`src/rtl/sram_port_arbiter_pkg.sv`:
```
// Shared types and constants for the SRAM port-0 arbiter.
package sram_port_arbiter_pkg;

  localparam int DATA_W = 32;
  localparam int MASK_W = 4;

  typedef enum logic [1:0] {
    IDLE    = 2'd0,
    ACCESS  = 2'd1,
    RESPOND = 2'd2
  } state_e;

  typedef enum logic {
    CORE = 1'b0,
    WB   = 1'b1
  } owner_e;

endpackage

```
`src/rtl/sram_port_arbiter_if.sv`:
```
// Requester-side bus bundle: the Wishbone slave path and the core memory port.
// The arbiter takes the slave modport; requesters (or a bench) take master.
interface sram_port_arbiter_if #(
  parameter int ADDRESS_WIDTH = 9
);
  import sram_port_arbiter_pkg::*;

  // Wishbone slave path
  logic              wb_cyc_i;
  logic              wb_stb_i;
  logic              wb_we_i;
  logic [MASK_W-1:0] wb_sel_i;
  logic [23:0]       wb_adr_i;
  logic [DATA_W-1:0] wb_dat_i;
  logic              wb_ack_o;
  logic [DATA_W-1:0] wb_dat_o;

  // Core local memory port
  logic                     core_req;
  logic                     core_we;
  logic [MASK_W-1:0]        core_byte_select;
  logic [ADDRESS_WIDTH-1:0] core_address;
  logic [DATA_W-1:0]        core_write_data;
  logic                     core_ack;
  logic [DATA_W-1:0]        core_read_data;

  modport slave (
    input  wb_cyc_i, wb_stb_i, wb_we_i, wb_sel_i, wb_adr_i, wb_dat_i,
    output wb_ack_o, wb_dat_o,
    input  core_req, core_we, core_byte_select, core_address, core_write_data,
    output core_ack, core_read_data
  );

  modport master (
    output wb_cyc_i, wb_stb_i, wb_we_i, wb_sel_i, wb_adr_i, wb_dat_i,
    input  wb_ack_o, wb_dat_o,
    output core_req, core_we, core_byte_select, core_address, core_write_data,
    input  core_ack, core_read_data
  );

endinterface

```
`src/rtl/sram_port_arbiter_grant_select.sv`:
```
// Winner selection for the SRAM arbiter: core has fixed priority, but a
// Wishbone request that has lost MAX_WAIT arbitrations is forced to win.
module sram_grant_select
  import sram_port_arbiter_pkg::*;
#(
  parameter int MAX_WAIT = 8
) (
  input  logic   clk,
  input  logic   rst,
  input  logic   i_idle,
  input  logic   i_core_req,
  input  logic   i_wb_req,
  output owner_e o_grant,
  output logic   o_forced
);

  localparam logic [7:0] WAIT_LIMIT = 8'(MAX_WAIT);

  logic [7:0] r_wait_cnt;

  // Pick the winner for this IDLE cycle.
  always_comb begin
    // NOTE: defaults at the top of always_comb keep every path assigned, so no latch is inferred.
    o_grant  = CORE;
    o_forced = 1'b0;
    if (i_wb_req && (!i_core_req || r_wait_cnt == WAIT_LIMIT)) begin
      o_grant  = WB;
      o_forced = i_core_req;
    end
  end

  // Count arbitrations the pending Wishbone request has lost to the core.
  always_ff @(posedge clk) begin
    // NOTE: non-blocking assignments so every flop updates from pre-edge values.
    if (rst) begin
      r_wait_cnt <= '0;
    end else if (i_idle) begin
      if (i_wb_req && o_grant == CORE) begin
        if (r_wait_cnt != WAIT_LIMIT) r_wait_cnt <= r_wait_cnt + 8'd1;
      end else begin
        r_wait_cnt <= '0;
      end
    end
  end

endmodule

```
`src/rtl/sram_port_arbiter.sv`:
```
// Shares SRAM port 0 between the owning core and the Wishbone host path.
// One access in flight: IDLE (arbitrate, enable SRAM) -> ACCESS -> RESPOND (ack).
// Optional build macro SRAM_ARB_STATS_EN adds saturating grant counters.
module sram_port_arbiter
  import sram_port_arbiter_pkg::*;
#(
  parameter int ADDRESS_WIDTH = 9,
  parameter int MAX_WAIT      = 8
) (
  input  logic                     wb_clk_i,
  input  logic                     wb_rst_i,
  sram_port_arbiter_if.slave       bus,
  output logic                     sram_csb0,
  output logic                     sram_web0,
  output logic [MASK_W-1:0]        sram_wmask0,
  output logic [ADDRESS_WIDTH-1:0] sram_addr0,
  output logic [DATA_W-1:0]        sram_din0,
  input  logic [DATA_W-1:0]        sram_dout0
`ifdef SRAM_ARB_STATS_EN
  ,
  output logic [15:0]              stat_core_grants,
  output logic [15:0]              stat_wb_grants,
  output logic [15:0]              stat_forced_grants
`endif
);

  state_e r_state;
  owner_e r_owner;
  logic   r_we;

  logic                     w_wb_req;
  logic                     w_any_req;
  logic                     w_idle;
  owner_e                   w_grant;
  logic                     w_forced;
  logic [ADDRESS_WIDTH-1:0] w_wb_addr;
  logic                     w_unused_bits;

  assign w_wb_req  = bus.wb_cyc_i & bus.wb_stb_i;
  assign w_any_req = w_wb_req | bus.core_req;
  assign w_idle    = (r_state == IDLE);
  assign w_wb_addr = bus.wb_adr_i[ADDRESS_WIDTH+1:2];

  // Byte-offset and high address bits select nothing inside one macro.
  assign w_unused_bits = &{1'b0, bus.wb_adr_i[23:ADDRESS_WIDTH+2],
                           bus.wb_adr_i[1:0], w_forced};

  sram_grant_select #(
    .MAX_WAIT (MAX_WAIT)
  ) u_grant_select (
    .clk        (wb_clk_i),
    .rst        (wb_rst_i),
    .i_idle     (w_idle),
    .i_core_req (bus.core_req),
    .i_wb_req   (w_wb_req),
    .o_grant    (w_grant),
    .o_forced   (w_forced)
  );

  // Access sequencer with registered SRAM drive and registered acks.
  always_ff @(posedge wb_clk_i) begin
    if (wb_rst_i) begin
      r_state             <= IDLE;
      r_owner             <= CORE;
      r_we                <= 1'b0;
      bus.wb_ack_o        <= 1'b0;
      bus.wb_dat_o        <= '0;
      bus.core_ack        <= 1'b0;
      bus.core_read_data  <= '0;
      sram_csb0           <= 1'b1;
      sram_web0           <= 1'b1;
      sram_wmask0         <= '0;
      sram_addr0          <= '0;
      sram_din0           <= '0;
    end else begin
      bus.wb_ack_o <= 1'b0;
      bus.core_ack <= 1'b0;
      case (r_state)
        IDLE: begin
          if (w_any_req) begin
            r_owner   <= w_grant;
            sram_csb0 <= 1'b0;
            if (w_grant == WB) begin
              r_we        <= bus.wb_we_i;
              sram_web0   <= ~bus.wb_we_i;
              sram_wmask0 <= bus.wb_sel_i;
              sram_addr0  <= w_wb_addr;
              sram_din0   <= bus.wb_dat_i;
            end else begin
              r_we        <= bus.core_we;
              sram_web0   <= ~bus.core_we;
              sram_wmask0 <= bus.core_byte_select;
              sram_addr0  <= bus.core_address;
              sram_din0   <= bus.core_write_data;
            end
            r_state <= ACCESS;
          end
        end
        ACCESS: begin
          sram_csb0 <= 1'b1;
          sram_web0 <= 1'b1;
          r_state   <= RESPOND;
        end
        RESPOND: begin
          if (r_owner == WB) begin
            bus.wb_ack_o <= 1'b1;
            bus.wb_dat_o <= r_we ? '0 : sram_dout0;
          end else begin
            bus.core_ack       <= 1'b1;
            bus.core_read_data <= r_we ? '0 : sram_dout0;
          end
          r_state <= IDLE;
        end
        default: r_state <= IDLE;
      endcase
    end
  end

`ifdef SRAM_ARB_STATS_EN
  // Saturating grant statistics, counted at the arbitration point.
  always_ff @(posedge wb_clk_i) begin
    if (wb_rst_i) begin
      stat_core_grants   <= '0;
      stat_wb_grants     <= '0;
      stat_forced_grants <= '0;
    end else if (w_idle && w_any_req) begin
      if (w_grant == CORE) begin
        if (stat_core_grants != 16'hFFFF) stat_core_grants <= stat_core_grants + 16'd1;
      end else begin
        if (stat_wb_grants != 16'hFFFF) stat_wb_grants <= stat_wb_grants + 16'd1;
      end
      if (w_forced && stat_forced_grants != 16'hFFFF)
        stat_forced_grants <= stat_forced_grants + 16'd1;
    end
  end
`endif

endmodule

```
`src/flat_wrapper.sv`:
```
// flat-port wrapper written by rule: the top's interface ports become plain ports
module sram_port_arbiter_flat import sram_port_arbiter_pkg::*;
#(
  parameter int ADDRESS_WIDTH = 9,
  parameter int MAX_WAIT      = 8
)
  (wb_clk_i, wb_rst_i, sram_csb0, sram_web0, sram_wmask0, sram_addr0, sram_din0, sram_dout0, bus_wb_cyc_i, bus_wb_stb_i, bus_wb_we_i, bus_wb_sel_i, bus_wb_adr_i, bus_wb_dat_i, bus_wb_ack_o, bus_wb_dat_o, bus_core_req, bus_core_we, bus_core_byte_select, bus_core_address, bus_core_write_data, bus_core_ack, bus_core_read_data);
  sram_port_arbiter_if #(.ADDRESS_WIDTH(ADDRESS_WIDTH)) bus_i ();
  input  logic wb_clk_i;
  input  logic wb_rst_i;
  output logic sram_csb0;
  output logic sram_web0;
  output logic [MASK_W-1:0] sram_wmask0;
  output logic [ADDRESS_WIDTH-1:0] sram_addr0;
  output logic [DATA_W-1:0] sram_din0;
  input  logic [DATA_W-1:0] sram_dout0;
  input wire logic [$bits(bus_i.wb_cyc_i)-1:0] bus_wb_cyc_i;
  input wire logic [$bits(bus_i.wb_stb_i)-1:0] bus_wb_stb_i;
  input wire logic [$bits(bus_i.wb_we_i)-1:0] bus_wb_we_i;
  input wire logic [$bits(bus_i.wb_sel_i)-1:0] bus_wb_sel_i;
  input wire logic [$bits(bus_i.wb_adr_i)-1:0] bus_wb_adr_i;
  input wire logic [$bits(bus_i.wb_dat_i)-1:0] bus_wb_dat_i;
  output wire logic [$bits(bus_i.wb_ack_o)-1:0] bus_wb_ack_o;
  output wire logic [$bits(bus_i.wb_dat_o)-1:0] bus_wb_dat_o;
  input wire logic [$bits(bus_i.core_req)-1:0] bus_core_req;
  input wire logic [$bits(bus_i.core_we)-1:0] bus_core_we;
  input wire logic [$bits(bus_i.core_byte_select)-1:0] bus_core_byte_select;
  input wire logic [$bits(bus_i.core_address)-1:0] bus_core_address;
  input wire logic [$bits(bus_i.core_write_data)-1:0] bus_core_write_data;
  output wire logic [$bits(bus_i.core_ack)-1:0] bus_core_ack;
  output wire logic [$bits(bus_i.core_read_data)-1:0] bus_core_read_data;
  assign bus_i.wb_cyc_i = bus_wb_cyc_i;
  assign bus_i.wb_stb_i = bus_wb_stb_i;
  assign bus_i.wb_we_i = bus_wb_we_i;
  assign bus_i.wb_sel_i = bus_wb_sel_i;
  assign bus_i.wb_adr_i = bus_wb_adr_i;
  assign bus_i.wb_dat_i = bus_wb_dat_i;
  assign bus_wb_ack_o = bus_i.wb_ack_o;
  assign bus_wb_dat_o = bus_i.wb_dat_o;
  assign bus_i.core_req = bus_core_req;
  assign bus_i.core_we = bus_core_we;
  assign bus_i.core_byte_select = bus_core_byte_select;
  assign bus_i.core_address = bus_core_address;
  assign bus_i.core_write_data = bus_core_write_data;
  assign bus_core_ack = bus_i.core_ack;
  assign bus_core_read_data = bus_i.core_read_data;
  sram_port_arbiter #(.ADDRESS_WIDTH(ADDRESS_WIDTH), .MAX_WAIT(MAX_WAIT)) u_core (.wb_clk_i(wb_clk_i), .wb_rst_i(wb_rst_i), .bus(bus_i), .sram_csb0(sram_csb0), .sram_web0(sram_web0), .sram_wmask0(sram_wmask0), .sram_addr0(sram_addr0), .sram_din0(sram_din0), .sram_dout0(sram_dout0));
endmodule
```
`config.mk`:
```
export PLATFORM = sky130hd
export DESIGN_NAME = sram_port_arbiter_flat
export DESIGN_NICKNAME = d
export VERILOG_FILES = /design/src/rtl/sram_port_arbiter_pkg.sv /design/src/rtl/sram_port_arbiter_if.sv /design/src/rtl/sram_port_arbiter_grant_select.sv /design/src/rtl/sram_port_arbiter.sv /design/src/flat_wrapper.sv
export SDC_FILE = /design/constraint.sdc
export NUM_CORES = 1
export LEC_CHECK = 0
export ABC_CLOCK_PERIOD_IN_PS = 1870
export BUFFER_PORTS_ARGS = -buffer_cell sky130_fd_sc_hd__buf_2
export CAP_MARGIN = 20
export CORE_ASPECT_RATIO = 1.1
export CORE_MARGIN = 2
export CORE_UTILIZATION = 43
export DETAILED_ROUTE_END_ITERATION = 6
export PLACE_DENSITY = 0.75
export SLEW_MARGIN = 20
export SYNTH_ARGS = -nofsm -noshare
export SYNTH_HDL_FRONTEND = slang
export SYNTH_SLANG_ARGS = --single-unit
export TNS_END_PERCENT = 100
```
`constraint.sdc`:
```
create_clock -name wb_clk_i -period 1.87 [get_ports wb_clk_i]
set_clock_uncertainty 0.05 [all_clocks]
set_input_delay 0.0935 -clock wb_clk_i [delete_from_list [all_inputs] [get_ports wb_clk_i]]
set_output_delay 0.0935 -clock wb_clk_i [all_outputs]
set_load 0.02 [all_outputs]
```
# --- Word level (Yosys, flattened, before mapping) ---
# Index checks and enable logic that the tools add are counted.
word_totals:
  ff_bits: 125
  latch_bits: 0
  ramBits: 0
  rom_bits: 0
  inputBits: 144
  output_inout_bits: 113
  wordCells: 56
  n_memories: 0
op_classes:
  n_addsub: 1
  n_mul: 0
  div: 0
  magnitude_cmp: 0
  n_eq_ne: 6
  shift: 0
  mux: 17
  n_bitwise: 7
  n_reduce_logical: 12
ops:
  columns: ["cell", "n"]
  rows:
  - ["$mux 32", 2]
  - ["$mux 8", 2]
  - ["$reduce_and 2->1", 5]
  - ["$mux 9", 1]
  - ["$add 8x1->8 const B", 1]
  - ["$eq 8x4->1 const B", 1]
  - ["$ne 8x4->1 const B", 1]
  - ["$mux 1", 7]
  - ["$not 1->1", 5]
  - ["$mux 4", 1]
  - ["$ne 2x1->1 const B", 2]
  - ["$pmux 1 s2", 2]
  - ["$pmux 2 s2", 1]
  - ["$eq 2x1->1 const B", 1]
  - ["$eq 2x2->1 const B", 1]
  - ["$logic_and 1x1->1", 2]
  - ["$logic_not 2->1", 1]
  - ["$mux 2", 1]
  - ["$reduce_bool 2->1", 1]
  - ["$reduce_or 2->1", 1]
  - ["$and 1x1->1", 1]
  - ["$logic_not 1->1", 1]
  - ["$logic_or 1x1->1", 1]
  - ["$or 1x1->1", 1]

# --- Logic depth before layout (Yosys ltp) ---
# Gate-level depths: netlist (run 1).
depth:
  depth_word: 8
  mapped_depth: 8
  mapped_depth_nobuf: 6

# --- By module ---
# From an unflattened synthesis (run 1), not the netlist that was laid out.
unflattened:
  cells_unflattened: 597
  hier_area_um2: 5195.0
modules_own_cells:
  columns: ["mod", "n_inst", "cells_each", "area_per_inst_um2", "seq_area_each_um2"]
  rows:
  - ["sram_port_arbiter", 1, 550, 4749.6, 2342.2]
  - ["sram_grant_select", 1, 47, 445.4, 160.2]

# --- Worst setup path after synthesis (run 1) ---
# Ideal clock, no wire load.
synth_path:
  path_kind: "register -> register"
  startpoint: "reg u_core.u_grant_select.r_wait_cnt[0]"
  endpoint: "reg u_core.sram_din0[10]"
  setup_ns: 0.119
  t_arrival_ns: 1.446
  t_required_ns: 1.701
  path_slack_ns: 0.256
  path_stages_with_launch: 9
  n_path_buf: 2
  period_less_slack_ns: 1.614
  path_cell_list: "dfxtp_1 inv_1 ha_1 nand4bb_1 nor4_4 a21o_1 buf_6 buf_6 o221a_1"
synth_between:
  elab_chain_cells: 5
synth_rtl:
  columns: ["item", "line_no", "text"]
  rows:
  - ["start: declaration", "sram_port_arbiter_grant_select.sv:19", "logic [7:0] r_wait_cnt;"]
  - ["start signal: assignment", "sram_port_arbiter_grant_select.sv:39", "if (r_wait_cnt != WAIT_LIMIT) r_wait_cnt <= r_wait_cnt + 8'd1;"]
  - ["$eq 8x4->1", "sram_port_arbiter_grant_select.sv:26", "if (i_wb_req && (!i_core_req || r_wait_cnt == WAIT_LIMIT)) begin"]
  - ["$logic_or 1x1->1", "sram_port_arbiter_grant_select.sv:26", null]
  - ["$logic_and 1x1->1", "sram_port_arbiter_grant_select.sv:26", null]
  - ["$mux 1", "sram_port_arbiter_grant_select.sv:26", null]
  - ["$mux 32", "sram_port_arbiter.sv:83", "if (w_grant == WB) begin"]
  - ["end signal: assignment", "sram_port_arbiter.sv:88", "sram_din0 <= bus.wb_dat_i;"]
  - ["end signal: assignment", "sram_port_arbiter.sv:94", "sram_din0 <= bus.core_write_data;"]
  - ["end: declaration", "sram_port_arbiter.sv:17", "output logic [DATA_W-1:0] sram_din0,"]
# Every way passes these cells.
# A chain may end at the register's enable or synchronous reset.

# --- Final worst setup path (run 1) ---
layout_path:
  startpoint: "reg u_core.u_grant_select.r_wait_cnt[1]"
  endpoint: "reg u_core.sram_din0[29]"
# The elaborated chain is that of the path after synthesis.

==> impl_metrics.csv, run 1 <==
group,metric,value,unit
clock_network,clk_latency,400,ps
sta,slew_headroom,57.6,%
routing,ant_nets,0,
synth,synth_edf_count,0,
sta,tightest_slew,636,ps
die,num_rows,42,
job,cap_viol_max_count,0,
synth,synth_ff_type,"dfxtp_1",
die,dieWidth,109,um
synth,yosys_warnings,0,
critical_path,critPathMaxFanout,23,
routing,routed_wl,17900,um
die,ioPinCount,257,
routing,via_per_inst,5.48,
critical_path,r2r_start,"u_core.u_grant_select.r_wait_cnt[1]",
placed_design,placed_area,6540,um2
critical_path,endpoint_kind,"register",
clock_network,clockBufferDepth,2,
worst_hold_path,worstHoldStart,"sram_dout0[15]",
power,switching_share,26.8,%
die,initial_core_util,43.9,%
sta,finalSetupViolations,0,
placed_design,gp_congestion,0.792,
power,cell_internal_pwr,0.00549,W
clock_network,clkSinkCount,125,
status,status,"completed",
clock_network,path_clk_slew,60,ps
routing,drc,0,
clock_network,h-tree-depth,4,
critical_path,cp-startpoint,"u_core.u_grant_select.r_wait_cnt[1]",
sta,fin_crit_sh,97.1,%
critical_path,cp-start-kind,"register",
synth,synth_area_leaders,"dfxtp_1 (48%), o221a_1 (17%), nand2_1 (9.6%)",
cells_and_area,final_area,8260,um2
grt,grt_max_degree,64,
clock_network,cts_buffers,17,
grt,antenna_found_initial,0,
grt,grt_pass1_wl,27400,um
cells_and_area,diodes,0,
grt,grt-ovfl-total,0,
sta,timing.hold.ws,21.8,ps
placed_design,dpl.hpwl,10200,um
power,p_per_area,907,nW/um2
power,pwr-share-seq,38.7,%
synth,yosysUniqueCellTypes,37,
synth,yosysTopAreaCell,"dfxtp_1",
routing,firstDrtPassIters,5,
synth,synth-seq-area-share,47.6,%
synth,synth_fp_nets,694,
critical_path,critPathKind,"register to register",
cells_and_area,multi_input_area,2440,um2
placed_design,pre_cts_ws,102,ps
cells_and_area,finalNetCount,1028,
clock_network,tritoncts,"done",
cells_and_area,layout-drive-gt1-share,34.5,%
power,power_leakage,3.58,nW
die,die-area,13100,um2
synth,synth_cells,548,
synth,synth-async-reset-ratio,0,%
die,core_area,12000,um2
cells_and_area,syn_to_final_growth,57.1,%
synth,synth.avg_cell_area,9.60,um2
grt,grt_usage,26.2,%
synth,yosys-top-cells-count,"nand2_1 (134), dfxtp_1 (125), o221a_1 (80), a21oi_1 (65), nor2b_1 (33)",
sta,fmax,551,MHz
power,vdd_drop_max,0.580,mV
synth,netlist_area,5260,um2
sta,min_period,1820,ps
critical_path,cp.required,2170,ps
worst_hold_path,hold_class,"primary input to register",
power,pwr-share-comb,16.9,%
cells_and_area,fillCellCount,883,
routing,drt-initial-drc-count,605,
grt,grt_pass1_vias,5683,
sta,finalHoldViolations,0,
routing,vias,5752,
sta,slew_viol_final,0,
cells_and_area,seq_area,2500,um2
sta,final.setup.worst_slack,54.7,ps
routing,wl_per_cell,17.1,um
power,pwr-share-clk,44.4,%
power,p_total,0.00750,W
critical_path,critPathArrivalTime,2110,ps
sta,finalSetupTns,0,ps
synth,yosysTopAreaCellShare,47.6,%
synth,synth_most_common_cell,"nand2_1",
synth,ys_ff_latch,125,
die,fp.dieH,120,um
placed_design,io_buffers,241,
clock_network,cts_root_buf,"clkbuf_16",
power,p_switching,0.00201,W
-- registers in the layout (all words and copies together), names as in the netlist, 2 cells and up --
name and count:
u_core.u_grant_select.r_wait_cnt 8, u_core.sram_wmask0 4, u_core.sram_addr0 9, u_core.r_state 2
u_core.bus.core_read_data 32, u_core.sram_din0 32, u_core.bus.wb_dat_o 32
-- placed cells by master, fill, tap and decap left out, types with 2 or more instances in the layout --
cell type | netlist | layout
clkbuf_8 | 0 | 2
buf_2 | 8 | 241
o221a_1 | 80 | 80
a21oi_1 | 65 | 65
buf_4 | 5 | 8
o221a_2 | 11 | 11
o21a_1 | 2 | 2
inv_1 | 4 | 4
nand4_1 | 3 | 3
clkbuf_16 | 0 | 19
xor2_1 | 6 | 6
buf_12 | 0 | 6
inv_6 | 0 | 6
dlygate4sd3_1 | 0 | 107
clkinv_4 | 0 | 2
nor2b_1 | 33 | 33
clkinvlp_4 | 0 | 3
nand2_1 | 134 | 134
dfxtp_1 | 125 | 125
and2_1 | 2 | 2
o21ai_0 | 2 | 2
ha_1 | 2 | 2
bufinv_16 | 0 | 2
nor2_1 | 11 | 11
-- power groups by stage --
stage | registers, W | logic, W | clock network (W)
global placement | 0.00294 | 0.00100 | 0
finish | 0.00290 | 0.00127 | 0.00333
global route | 0.00291 | 0.00135 | 0.00350
floorplan | 0.00310 | 0.000488 | 0
CTS | 0.00289 | 0.00121 | 0.00338
detailed placement | 0.00295 | 0.00103 | 0
-- layout make-up --
class                      instances  share of cell area (%)
inverter                           4                   0.182
sequential                       125                    30.3
timing repair buffer             364                    30.3
clock buffer                      19                    5.48
tap                              154                    2.33
clock inverter                    13                    1.85
multi-input combinational        370                    29.5
-- critical path, stage by stage, from the launching register on --
cell and delay (ps):
dfxtp_1 350, inv_1 70, ha_1 130, nand4bb_1 140
nor4_4 290, a21o_2 300, clkbuf_16 230, o221a_1 190
-- metal layers --
metal / routed length (um) / part of all wire, % / GRT usage [%] / vias up
met3: 1690 / 9.5 / 8.91 / 60
met2: 8590 / 48 / 43.4 / 336
met4: 599 / 3.3 / 11.2 / 0
li1: - / - / - / 2669
met5: 0 / 0 / 0 / -
met1: 7020 / 39 / 30.6 / 2687
-- through the flow --
stage / cells / util (%)
floorplan: 548 / -
global placement: 908 / 54.5
detailed placement: 908 / 54.5
CTS: 1047 / 68.5
global route: 1049 / 69.0
finish: 1049 / 69.0
-- kinds of logic after synthesis --
family / synth area share (%)
multiplexers: 0.190
adder cells (fa/ha/maj): 0.476
XOR/XNOR: 1.17
AO/OA/AOI/OAI: 26.9
AND/OR/NAND/NOR: 17.5
buffers and inverters: 6.18
flip-flops: 47.6
-- final timing paths --
check                                       end  slack [ps]  cells after the start
hold / removal    u_core.bus.core_read_data[15]          20                      4
setup reg to reg           u_core.sram_din0[29]          50                      7
hold reg to reg   u_core.bus.core_read_data[27]         400                      2
setup / recovery           u_core.sram_din0[29]          50                      7
-- timing repair --
item | in CTS | in global routing
setup buffers | 0 | 0
setup endpoints to repair | 0 | 21
hold buffers | 107 | 0
resized for setup | 0 | 1
endpoints found under the hold margin | 66 | 0
No activity file was read; power rests on OpenSTA's default activity.
==> inputs of run 2 (changes only) <==
- CTS_BUF_LIST: unset -> sky130_fd_sc_hd__clkbuf_16
==> run 2 against run 1 <==
Critical path depth is the same. First-iteration DRC count shrank 9.8%. Routed wire length is 1.7% lower. Critical endpoint is now u_core.sram_addr0[3]. Highest routed layer unchanged.
==> impl_metrics.csv, run 2 (same netlist as run 1, synthesis figures left out) <==
group,metric,value,unit
status,status,"completed",
cells_and_area,layout-drive-gt1-share,34.6,%
power,cell_internal_pwr,0.00540,W
critical_path,critPathMaxFanout,23,
sta,tightest_slew,644,ps
critical_path,path_buf_inv,2,
grt,grt_pass1_wl,27200,um
critical_path,critPathArrivalTime,2080,ps
clock_network,tritoncts,"done",
clock_network,clk_latency,400,ps
cells_and_area,final_area,8180,um2
routing,via_per_inst,5.45,
worst_hold_path,hold_class,"primary input to register",
critical_path,critPathKind,"register to register",
routing,wl_per_cell,16.9,um
cells_and_area,diodes,0,
placed_design,pre_cts_ws,102,ps
cells_and_area,final_common_cell,"buf_2",
grt,grt_max_degree,64,
die,fp.dieH,120,um
worst_hold_path,worstHoldStart,"sram_dout0[20]",
power,power_leakage,3.54,nW
sta,min_period,1790,ps
power,p_switching,0.00199,W
placed_design,dpl.hpwl,10200,um
critical_path,cp.required,2170,ps
clock_network,path_clk_slew,60,ps
power,switching_share,27.0,%
placed_design,io_buffers,241,
die,initial_core_util,43.9,%
sta,timing.hold.ws,19.1,ps
power,pwr-share-comb,17.0,%
sta,fmax,560,MHz
die,ioPinCount,257,
critical_path,cp_slowest_cell,"dfxtp_2",
sta,slew_viol_final,0,
die,die-area,13100,um2
grt,grt-ovfl-total,0,
placed_design,gp_congestion,0.792,
critical_path,crit_family,"compound AO/OA/AOI/OAI gates",
die,dieWidth,109,um
clock_network,clockBufferDepth,2,
routing,ant_nets,0,
critical_path,critPathMaxStageDelay,340,ps
die,core_area,12000,um2
cells_and_area,final_cell_mix,"buf_2 (241), nand2_1 (134), dfxtp_1 (124), dlygate4sd3_1 (101), o221a_1 (80)",
cells_and_area,reg.largest.list,"u_core.bus.core_read_data (32), u_core.bus.wb_dat_o (32), u_core.sram_din0 (32)",
grt,grt_usage,25.9,%
placed_design,placed_area,6540,um2
cells_and_area,finalNetCount,1022,
cells_and_area,syn_to_final_growth,55.6,%
grt,grt_pass1_vias,5648,
clock_network,cts_root_buf,"clkbuf_16",
grt,antenna_found_initial,0,
sta,finalHoldViolations,0,
power,pwr-share-clk,43.8,%
critical_path,endpoint_kind,"register",
sta,finalSetupViolations,0,
routing,vias,5685,
die,num_rows,42,
critical_path,cp-startpoint,"u_core.u_grant_select.r_wait_cnt[1]",
power,vdd_drop_max,0.580,mV
routing,drt-initial-drc-count,546,
power,pwr-share-seq,39.2,%
job,cap_viol_max_count,0,
critical_path,r2r_start,"u_core.u_grant_select.r_wait_cnt[1]",
routing,firstDrtPassIters,5,
critical_path,path_cells,"inv_1, ha_1, nand4bb_1, nor4_4, a21o_2, clkbuf_16, o221a_1",
power,p_per_area,903,nW/um2
clock_network,cts_buffers,17,
routing,routed_wl,17600,um
sta,final.setup.worst_slack,83.7,ps
routing,drc,0,
clock_network,clkSinkCount,125,
critical_path,cp-start-kind,"register",
sta,slew_headroom,57.1,%
clock_network,h-tree-depth,4,
sta,fin_crit_sh,95.5,%
## run 2: through the flow
stage | TNS (ps) | std cells | utilization, % | power [W]
finish | 0 | 1043 | 68.3 | 0.00739
floorplan | 0 | 548 | - | 0.00359
detailed placement | 0 | 908 | 54.5 | 0.00398
global route | -130 | 1043 | 68.3 | 0.00766
global placement | 0 | 908 | 54.5 | 0.00394
CTS | 0 | 1041 | 67.9 | 0.00738
## run 2: final timing paths
kind	slack, ps	cells after the start	to
max	80	7	u_core.sram_addr0[3]
min	20	4	u_core.bus.core_read_data[20]
min reg2reg	400	2	u_core.bus.core_read_data[27]
max reg2reg	80	7	u_core.sram_addr0[3]
## run 2: what timing repair did
action,CTS,global route
hold endpoints to repair,60,0
gates resized for setup,0,2
setup buffers,0,0
endpoints found under the setup margin,0,22
hold buffers,101,0
## run 2: area by class of cell
type	count	area, um2
multi-input combinational	370	2440
sequential	125	2500
clock inverter	15	160
fill	896	3800
timing repair buffer	358	2450
tap	154	193
clock buffer	17	425
inverter	4	15.0
## run 2: routing by layer
layer	share of wire, %	vias to the layer above	routed length (um)	GRT usage [%]
met5	0	-	0	0
met4	2.6	0	463	10.3
met3	9.5	42	1680	8.75
met2	49	310	8550	43.6
met1	39	2681	6910	29.9
li1	-	2652	-	-
## run 2: power by group through the flow
stage / registers, W / clock network (W) / logic (W)
after detailed placement: 0.00295 / 0 / 0.00103
final: 0.00290 / 0.00324 / 0.00125
after global routing: 0.00291 / 0.00341 / 0.00134
after CTS: 0.00289 / 0.00329 / 0.00120
after floorplan: 0.00310 / 0 / 0.000488
after global placement: 0.00294 / 0 / 0.00100
## run 2: tightest hold or removal path, delay by kind of cell
family | cells | cell delay [ps]
buffers and inverters | 1 | 100
AOI/OAI and AO/OA | 1 | 50
and+or+nand+nor | 2 | 180
==> inputs of run 3 (changes only) <==
- CORE_UTILIZATION: 43 -> 46
- CTS_BUF_LIST: sky130_fd_sc_hd__clkbuf_16 -> unset
- PLACE_DENSITY: 0.75 -> 0.8
==> run 3 against run 2 <==
Maximum frequency rose by 1.0%. Cell area increased by 0.12%. Register-to-register slack better by 20 ps. Count of clock-buffer cells in the layout up 6. Largest cell class unchanged. Routed wire length rose by 5.3%. Setup slack gained 18 ps. Global-route usage is 2.1 points higher.
==> impl_metrics.csv, run 3 (same netlist as run 1, synthesis figures left out) <==
group,metric,value,unit
sta,slew_viol_final,0,
power,power_leakage,3.56,nW
power,p_per_area,916,nW/um2
die,ioPinCount,257,
sta,finalSetupViolations,0,
cells_and_area,seq_area,2500,um2
die,dieWidth,106,um
grt,grt-ovfl-total,0,
status,status,"completed",
die,die-area,12300,um2
cells_and_area,layout-drive-gt1-share,35.0,%
job,cap_viol_max_count,0,
clock_network,cts_setup_buffers,0,
worst_hold_path,hold_class,"primary input to register",
critical_path,endpoint_kind,"register",
critical_path,r2r_setup_slack,100,ps
routing,ant_nets,0,
routing,firstDrtPassIters,5,
clock_network,tritoncts,"done",
critical_path,cp.required,2100,ps
critical_path,cp-start-kind,"register",
sta,fin_crit_sh,94.6,%
placed_design,placed_area,6540,um2
clock_network,path_clk_slew,50,ps
clock_network,clk_latency,400,ps
critical_path,cp-startpoint,"u_core.r_state[1]",
critical_path,critPathArrivalTime,2000,ps
sta,fmax,565,MHz
sta,slew_headroom,57.2,%
sta,finalHoldViolations,0,
cells_and_area,final_common_cell,"buf_2",
placed_design,io_buffers,241,
routing,via_per_inst,5.55,
sta,tightest_slew,642,ps
clock_network,h-tree-depth,4,
sta,min_period,1770,ps
cells_and_area,fin_util,74.1,%
grt,antenna_found_initial,0,
grt,grt_max_degree,67,
routing,drt-initial-drc-count,500,
clock_network,cts_root_buf,"clkbuf_16",
clock_network,clkSinkCount,125,
cells_and_area,final_area,8190,um2
cells_and_area,multi_input_area,2450,um2
power,vdd_drop_max,0.461,mV
placed_design,pre_cts_ws,95.6,ps
critical_path,endpoint,"u_core.r_we",
grt,grt_pass1_wl,27400,um
grt,grt_usage,28.0,%
placed_design,dpl.hpwl,10300,um
routing,wl_per_cell,18.0,um
critical_path,r2r_start,"u_core.r_state[1]",
die,fp.dieH,116,um
cells_and_area,fillCellCount,739,
critical_path,critPathKind,"register to register",
grt,grt_pass1_vias,5590,
routing,vias,5722,
sta,final.setup.worst_slack,101,ps
placed_design,gp_congestion,0.775,
die,num_rows,40,
critical_path,r2r_cells,6,
critical_path,critPathMaxFanout,12,
cells_and_area,syn_to_final_growth,55.7,%
cells_and_area,final_cell_mix,"buf_2 (241), nand2_1 (134), dfxtp_1 (124), dlygate4sd3_1 (94), o221a_1 (80)",
cells_and_area,finalNetCount,1018,
clock_network,clockBufferDepth,2,
routing,drc,0,
die,initial_core_util,47.6,%
routing,routed_wl,18500,um
cells_and_area,reg.largest.list,"u_core.bus.core_read_data (32), u_core.bus.wb_dat_o (32), u_core.sram_din0 (32)",
die,core_area,11100,um2
power,p_total,0.00751,W
critical_path,rr_endpoint,"u_core.r_we",
clock_network,cts_buffers,17,
-- run 3: cell types whose count changed in the layout (fill, tap and decap cells not counted), moves of 2 or more --
cell,previous run,this run
clkbuf_16,19,21
clkinv_4,2,0
clkinvlp_4,3,1
inv_6,6,0
clkinv_2,0,3
clkbuf_1,0,3
clkinv_1,2,0
clkbuf_8,0,3
dlygate4sd3_1,101,94
-- run 3: worst max-delay path, stage by stage, from the launching register on --
cell and delay (ps):
dfxtp_1 370, buf_4 180, nor2_4 210, nand2_1 140, a21o_4 260, clkbuf_16 190
o221a_2 260
-- run 3: per-layer routing --
metal	wire, um	global-route usage (%)	vias to the layer above
li1	-	-	2642
met1	7200	32.0	2707
met2	9200	49.5	328
met3	1600	7.65	45
met4	538	12.6	0
met5	0	0	-
-- run 3: what timing repair did --
item / CTS / global route
hold endpoints to repair: 50 / 0
hold buffers: 94 / 0
gates resized for setup: 0 / 4
endpoints found under the setup margin: 0 / 37
-- run 3: area by class of cell --
type,count,share of cell area [%]
Tap cell,147,2.24
Inverter,4,0.183
Clock buffer,23,5.83
Timing Repair Buffer,354,29.9
Sequential cell,125,30.6
Antenna cell,1,0.0305
Multi-Input combinational cell,370,29.9
Clock inverter,7,1.37
-- run 3: stage by stage --
step           instances  hold WS [ps]  TNS (ps)
5_1_grt             1030          14.7     -9.97
2_1_floorplan        548           182         0
3_3_place_gp         901           283         0
3_5_place_dp         901           289         0
6_report            1031          16.8         0
4_1_cts             1025          4.78         0
-- run 3: where the power goes --
| group | internal (W) | switching (W) |
|---|---|---|
| clock network | 0.00218 | 0.00112 |
| logic | 0.000631 | 0.000677 |
| registers | 0.00281 | 0.0000854 |
-- run 3: how the worst min path moves through the flow --
| stage | start | depth (start not counted) | end |
|---|---|---|---|
| final | sram_dout0[5] | 4 | u_core.bus.core_read_data[5] |
| after global routing | sram_dout0[25] | 4 | u_core.bus.core_read_data[25] |
| after CTS | sram_dout0[25] | 4 | u_core.bus.core_read_data[25] |
| after detailed placement | bus_wb_we_i | 2 | u_core.sram_web0 |
| after global placement | bus_wb_we_i | 2 | u_core.sram_web0 |
| after floorplan | bus_wb_we_i | 1 | u_core.sram_web0 |
